===== src/rtl/fp_add_scheduler.sv =====
// Round-robin scheduler sharing one external combinational FP add/sub datapath among NUM_REQ clients.
// Optional FP_ADD_SCHED_STATS_EN adds saturating op/flag counters (stat_ops, stat_flags).
module fp_add_scheduler #(
  parameter int NUM_REQ = 2,
  parameter int IDX_W   = 1
) (
  input  logic                   clk,
  input  logic                   rst,
  input  logic [NUM_REQ-1:0]     req_valid,
  output logic [NUM_REQ-1:0]     req_ready,
  input  logic [NUM_REQ*32-1:0]  req_a,
  input  logic [NUM_REQ*32-1:0]  req_b,
  input  logic [NUM_REQ-1:0]     req_sub,
  output logic [NUM_REQ-1:0]     rsp_valid,
  input  logic [NUM_REQ-1:0]     rsp_ready,
  output logic [31:0]            rsp_data,
  output logic                   rsp_flag,
  output logic [31:0]            add_para1,
  output logic [31:0]            add_para2,
  input  logic [31:0]            add_out,
  input  logic                   add_flag,
  output logic                   busy
`ifdef FP_ADD_SCHED_STATS_EN
  ,
  output logic [15:0]            stat_ops,
  output logic [15:0]            stat_flags
`endif
);

  typedef enum logic [1:0] {IDLE, EXEC, RESP} state_t;

  state_t             state;
  logic [IDX_W-1:0]   rr_ptr;
  logic [IDX_W-1:0]   owner;
  logic [IDX_W-1:0]   grant;
  logic [IDX_W-1:0]   cand;
  logic               grant_vld;
  logic [31:0]        win_a;
  logic [31:0]        win_b;
  logic               win_sub;
  logic               rsp_take;

  // Walk candidates from farthest to nearest so the nearest valid one after rr_ptr wins.
  always_comb begin
    grant_vld = 1'b0;
    grant     = '0;
    cand      = '0;
    for (int k = NUM_REQ; k >= 1; k--) begin
      cand = IDX_W'((int'(rr_ptr) + k) % NUM_REQ);
      if (req_valid[cand]) begin
        grant_vld = 1'b1;
        grant     = cand;
      end
    end
  end

  always_comb begin
    win_a   = '0;
    win_b   = '0;
    win_sub = 1'b0;
    for (int i = 0; i < NUM_REQ; i++) begin
      if (grant == IDX_W'(i)) begin
        win_a   = req_a[32*i +: 32];
        win_b   = req_b[32*i +: 32];
        win_sub = req_sub[i];
      end
    end
  end

  assign req_ready = (state == IDLE && grant_vld) ? (NUM_REQ'(1) << grant) : '0;
  assign busy      = (state != IDLE);
  assign rsp_take  = (state == RESP) && rsp_ready[owner];

  always_ff @(posedge clk) begin
    if (rst) begin
      state     <= IDLE;
      rr_ptr    <= IDX_W'(NUM_REQ - 1);
      owner     <= '0;
      rsp_valid <= '0;
      rsp_data  <= '0;
      rsp_flag  <= 1'b0;
      add_para1 <= '0;
      add_para2 <= '0;
    end else begin
      case (state)
        IDLE: if (grant_vld) begin
          add_para1 <= win_a;
          // subtraction is an addition with B's sign flipped
          add_para2 <= {win_b[31] ^ win_sub, win_b[30:0]};
          owner     <= grant;
          rr_ptr    <= grant;
          state     <= EXEC;
        end
        EXEC: begin
          rsp_data  <= add_out;
          rsp_flag  <= add_flag;
          rsp_valid <= NUM_REQ'(1) << owner;
          state     <= RESP;
        end
        RESP: if (rsp_take) begin
          rsp_valid <= '0;
          state     <= IDLE;
        end
        default: state <= IDLE;
      endcase
    end
  end

`ifdef FP_ADD_SCHED_STATS_EN
  always_ff @(posedge clk) begin
    if (rst) begin
      stat_ops   <= '0;
      stat_flags <= '0;
    end else if (rsp_take) begin
      if (stat_ops != 16'hFFFF) stat_ops <= stat_ops + 16'd1;
      if (rsp_flag && stat_flags != 16'hFFFF) stat_flags <= stat_flags + 16'd1;
    end
  end
`endif

endmodule


===== config.mk =====
export PLATFORM = sky130hd
export DESIGN_NAME = fp_add_scheduler
export DESIGN_NICKNAME = d
export VERILOG_FILES = /design/src/rtl/fp_add_scheduler.sv
export SDC_FILE = /design/constraint.sdc
export NUM_CORES = 1
export LEC_CHECK = 0
export CAP_MARGIN = 15
export CORE_MARGIN = 2
export CORE_UTILIZATION = 37
export DETAILED_ROUTE_END_ITERATION = 6
export GPL_TIMING_DRIVEN = 0
export HOLD_SLACK_MARGIN = 0.03
export PLACE_DENSITY = 0.84
export SYNTH_ARGS = -nofsm -noshare
export SYNTH_HDL_FRONTEND = slang
export SYNTH_SLANG_ARGS = --single-unit

===== constraint.sdc =====
create_clock -name clk -period 1.8 [get_ports clk]
set_clock_uncertainty 0.15 [all_clocks]
set_input_delay 0.36 -clock clk [delete_from_list [all_inputs] [get_ports clk]]
set_output_delay 0.36 -clock clk [all_outputs]
set_load 0.03 [all_outputs]

==> results of run 1 <==
## layer usage
layer,routed length (um),GRT usage,up-vias
li1,-,-,2545
met1,6270,0.276,2399
met2,7820,0.426,239
met3,1520,0.0877,34
met4,433,0.0894,0
met5,0,0,-
## cell type report
type / instances / area [sq um]
Buffer: 56 / 349
Clock buffer: 9 / 225
Clock inverter: 7 / 86.3
Fill cell: 1082 / 4220
Inverter: 2 / 10.0
Multi-Input combinational cell: 381 / 2040
Sequential cell: 103 / 2070
Tap cell: 147 / 184
Timing Repair Buffer: 282 / 2670
## what timing repair did
item                                    in CTS  in global routing
endpoints found under the setup margin     192                  3
buffers inserted                             4                  8
pin swaps                                    1                  2
gates resized for setup                    138                 10
## stage by stage
stage          worst slack (ns)  hold slack (ns)  std cells
6_report                -0.0197            0.299        987
5_1_grt                 -0.0716            0.318        987
4_1_cts                  -0.150            0.304        983
3_5_place_dp              -1.17            0.296        964
3_3_place_gp              -1.17            0.291        964
2_1_floorplan             0.141            0.287        547
## kinds of logic (layout without fill, tap and decap cells)
family	Yosys count	after routing	share of synthesized area
xor+xnor	2	2	0.00394
simple gates	207	207	0.231
flops	103	103	0.464
mux	2	2	0.00450
buf+inv	63	356	0.0830
compound gates	170	170	0.214
## layout by cell type, fill, tap and decap left out, drive strengths merged, types with 6 or more instances in the layout
master and count:
nand3 126, clkdlybuf4s50 166, inv 6, buf 48, clkbuf 32, nand2 67, dlygate4sd2 100, a31oi 63
dfxtp 103, a21oi 35, o21ai 67
## critical path, cell delays in order (launching register included)
cell     delay [ns]
dfxtp_4        0.36
nor2_4         0.17
buf_12         0.14
and3_4         0.18
buf_6          0.12
## power groups by stage
stage	clock, mW	sequential [mW]	combinational (mW)
after CTS	2.08	2.58	1.95
after detailed placement	0	2.64	2.04
after floorplan	0	3.01	0.680
after global routing	2.17	2.60	2.11
final	2.04	2.58	1.96
after global placement	0	2.63	2.03
## final timing paths
check / startpoint / to / slack [ns] / cells past startpoint
hold reg to reg: rsp_data[1] / rsp_data[1] / 0.30 / 2
setup reg to reg: rr_ptr / add_para2[12] / 0.11 / 7
hold / removal: rsp_data[1] / rsp_data[1] / 0.30 / 2
setup / recovery: state[1] / req_ready[0] / -0.02 / 4
## state kept, by name, indices dropped and copies added (netlist names)
name,flops
rsp_flag,1
rsp_data,32
add_para2,32
rr_ptr,1
add_para1,32
state,2
rsp_valid,2
owner,1
==> metrics, run 1 <==
chip height 114 um; largest net degree at the start of global routing 20; DR iter-0 viols approximately 290; Avg Cell Area, Syn just over 8 sq um; global route total overflow 0; Fmax achieved approximately 0.55 GHz; Remaining DRCs 0; layout cells sized above 1 0.105; fin crit share 1.01; worst-margin pin slew about 0.55 ns; max cap viols 0; Hold-fix buffers, CTS 0; worst-path maximum fanout 8; Req. time, crit path 1.29 ns; core area between 10000 and 15000 sq um; Layout area overhead 71.9%; most common cell in the netlist nand3_1; clk_lat worst skew approximately 0.34 ns; # IOs 271; predominant post-synthesis flop cell dfxtp_1; Seq/Total Area, Yosys 0.464; most common library cells after synthesis nand3_1 (116), dfxtp_1 (103), nand2_1 (67), a31oi_1 (63), o21ai_0 (62); CTS Buf Count 9; unique cell type count in the Yosys netlist 30; overall power 6.57 mW; Setup crit start kind register; IO buf count 270; final worst slack -0.0197 ns; Min-Delay Path Class register to register; GPL Wtd Cong ~0.82; P_int between 4 and 5 mW; Sequential Power Share 0.392; row cnt 40; RSZ-0062 raised after global routing yes; first-pass GRT wire length between 20000 and 30000 um; Slew HR 0.634; worst vdd ir between 0.0004 and 0.0005 V; antenna violations before repair 0; ys async rst share 0; Initial Util 0.375; TritonCTS clock tree yes; TritonRoute pass-1 iters 5; Post-synth EDFFs 0; Tot GR Track Use 0.245; Leakage approximately 3.1 nW; chip width 114 um; synthesis-stage register bit count a little over 100; switching fraction of total power 0.323; max-slew violation count 0; CTS Root Cell clkbuf_16; design area 7640 sq um; TritonCTS Sinks approximately 100; ANT cells 0; status finished, violations left; Routed wire per std cell ~16 um; Clock power frac 0.310; combinational fraction of design power 0.298; Synth top area share 0.464; # setup viols final 1; placed inst area 7330 sq um; Synth area leader dfxtp_1; Ys Warns 0; placed wire-length estimate ~12000 um; Post-Route Setup TNS -0.0197 ns; WP data arrival 1.31 ns; Nets 1004; Pwr per Cell Area about 860 nW/um^2; Crit Path Class register to output pin; failing checks negative setup slack; final hold violation count 0; Sw Pwr roughly 2.1 mW; CTS Buffer Depth 2; Crit. End Element output pin; synth top area cells dfxtp_1 (46%), nand3_1 (13%), a31oi_1 (8.9%), o21ai_0 (7.0%), nand2_1 (5.7%); Mapped Area approximately 4400 sq um; ANT nets after route 0; post-synth net total a little over 700; Post-Route WL about 16000 um; synthesized instance count between 500 and 600; Tmin final 1.82 ns; CTS H-Tree Depth 3; final core occ 0.644; vias in the first global route 5092; drt via density around 5.3; Via Count roughly 5200; Worst-path clk slew around 0.07 ns; DIE AREA 12900 sq um
No activity file was read; power rests on OpenSTA's default activity.
==> run 2, diff against run 1 <==
--- a/config.mk
+++ b/config.mk
@@ -9,6 +9,7 @@
 export CORE_MARGIN = 2
 export CORE_UTILIZATION = 37
 export DETAILED_ROUTE_END_ITERATION = 6
+export GPL_ROUTABILITY_DRIVEN = 0
 export GPL_TIMING_DRIVEN = 0
 export HOLD_SLACK_MARGIN = 0.03
 export PLACE_DENSITY = 0.84
==> results of run 2 <==
No change in the layout: final DEF, timing and power equal those of run 1.
==> run 3, diff against run 2 <==
--- a/config.mk
+++ b/config.mk
@@ -9,7 +9,6 @@
 export CORE_MARGIN = 2
 export CORE_UTILIZATION = 37
 export DETAILED_ROUTE_END_ITERATION = 6
-export GPL_ROUTABILITY_DRIVEN = 0
 export GPL_TIMING_DRIVEN = 0
 export HOLD_SLACK_MARGIN = 0.03
 export PLACE_DENSITY = 0.84
==> results of run 3 <==
No change in the layout: final DEF, timing and power equal those of run 1.
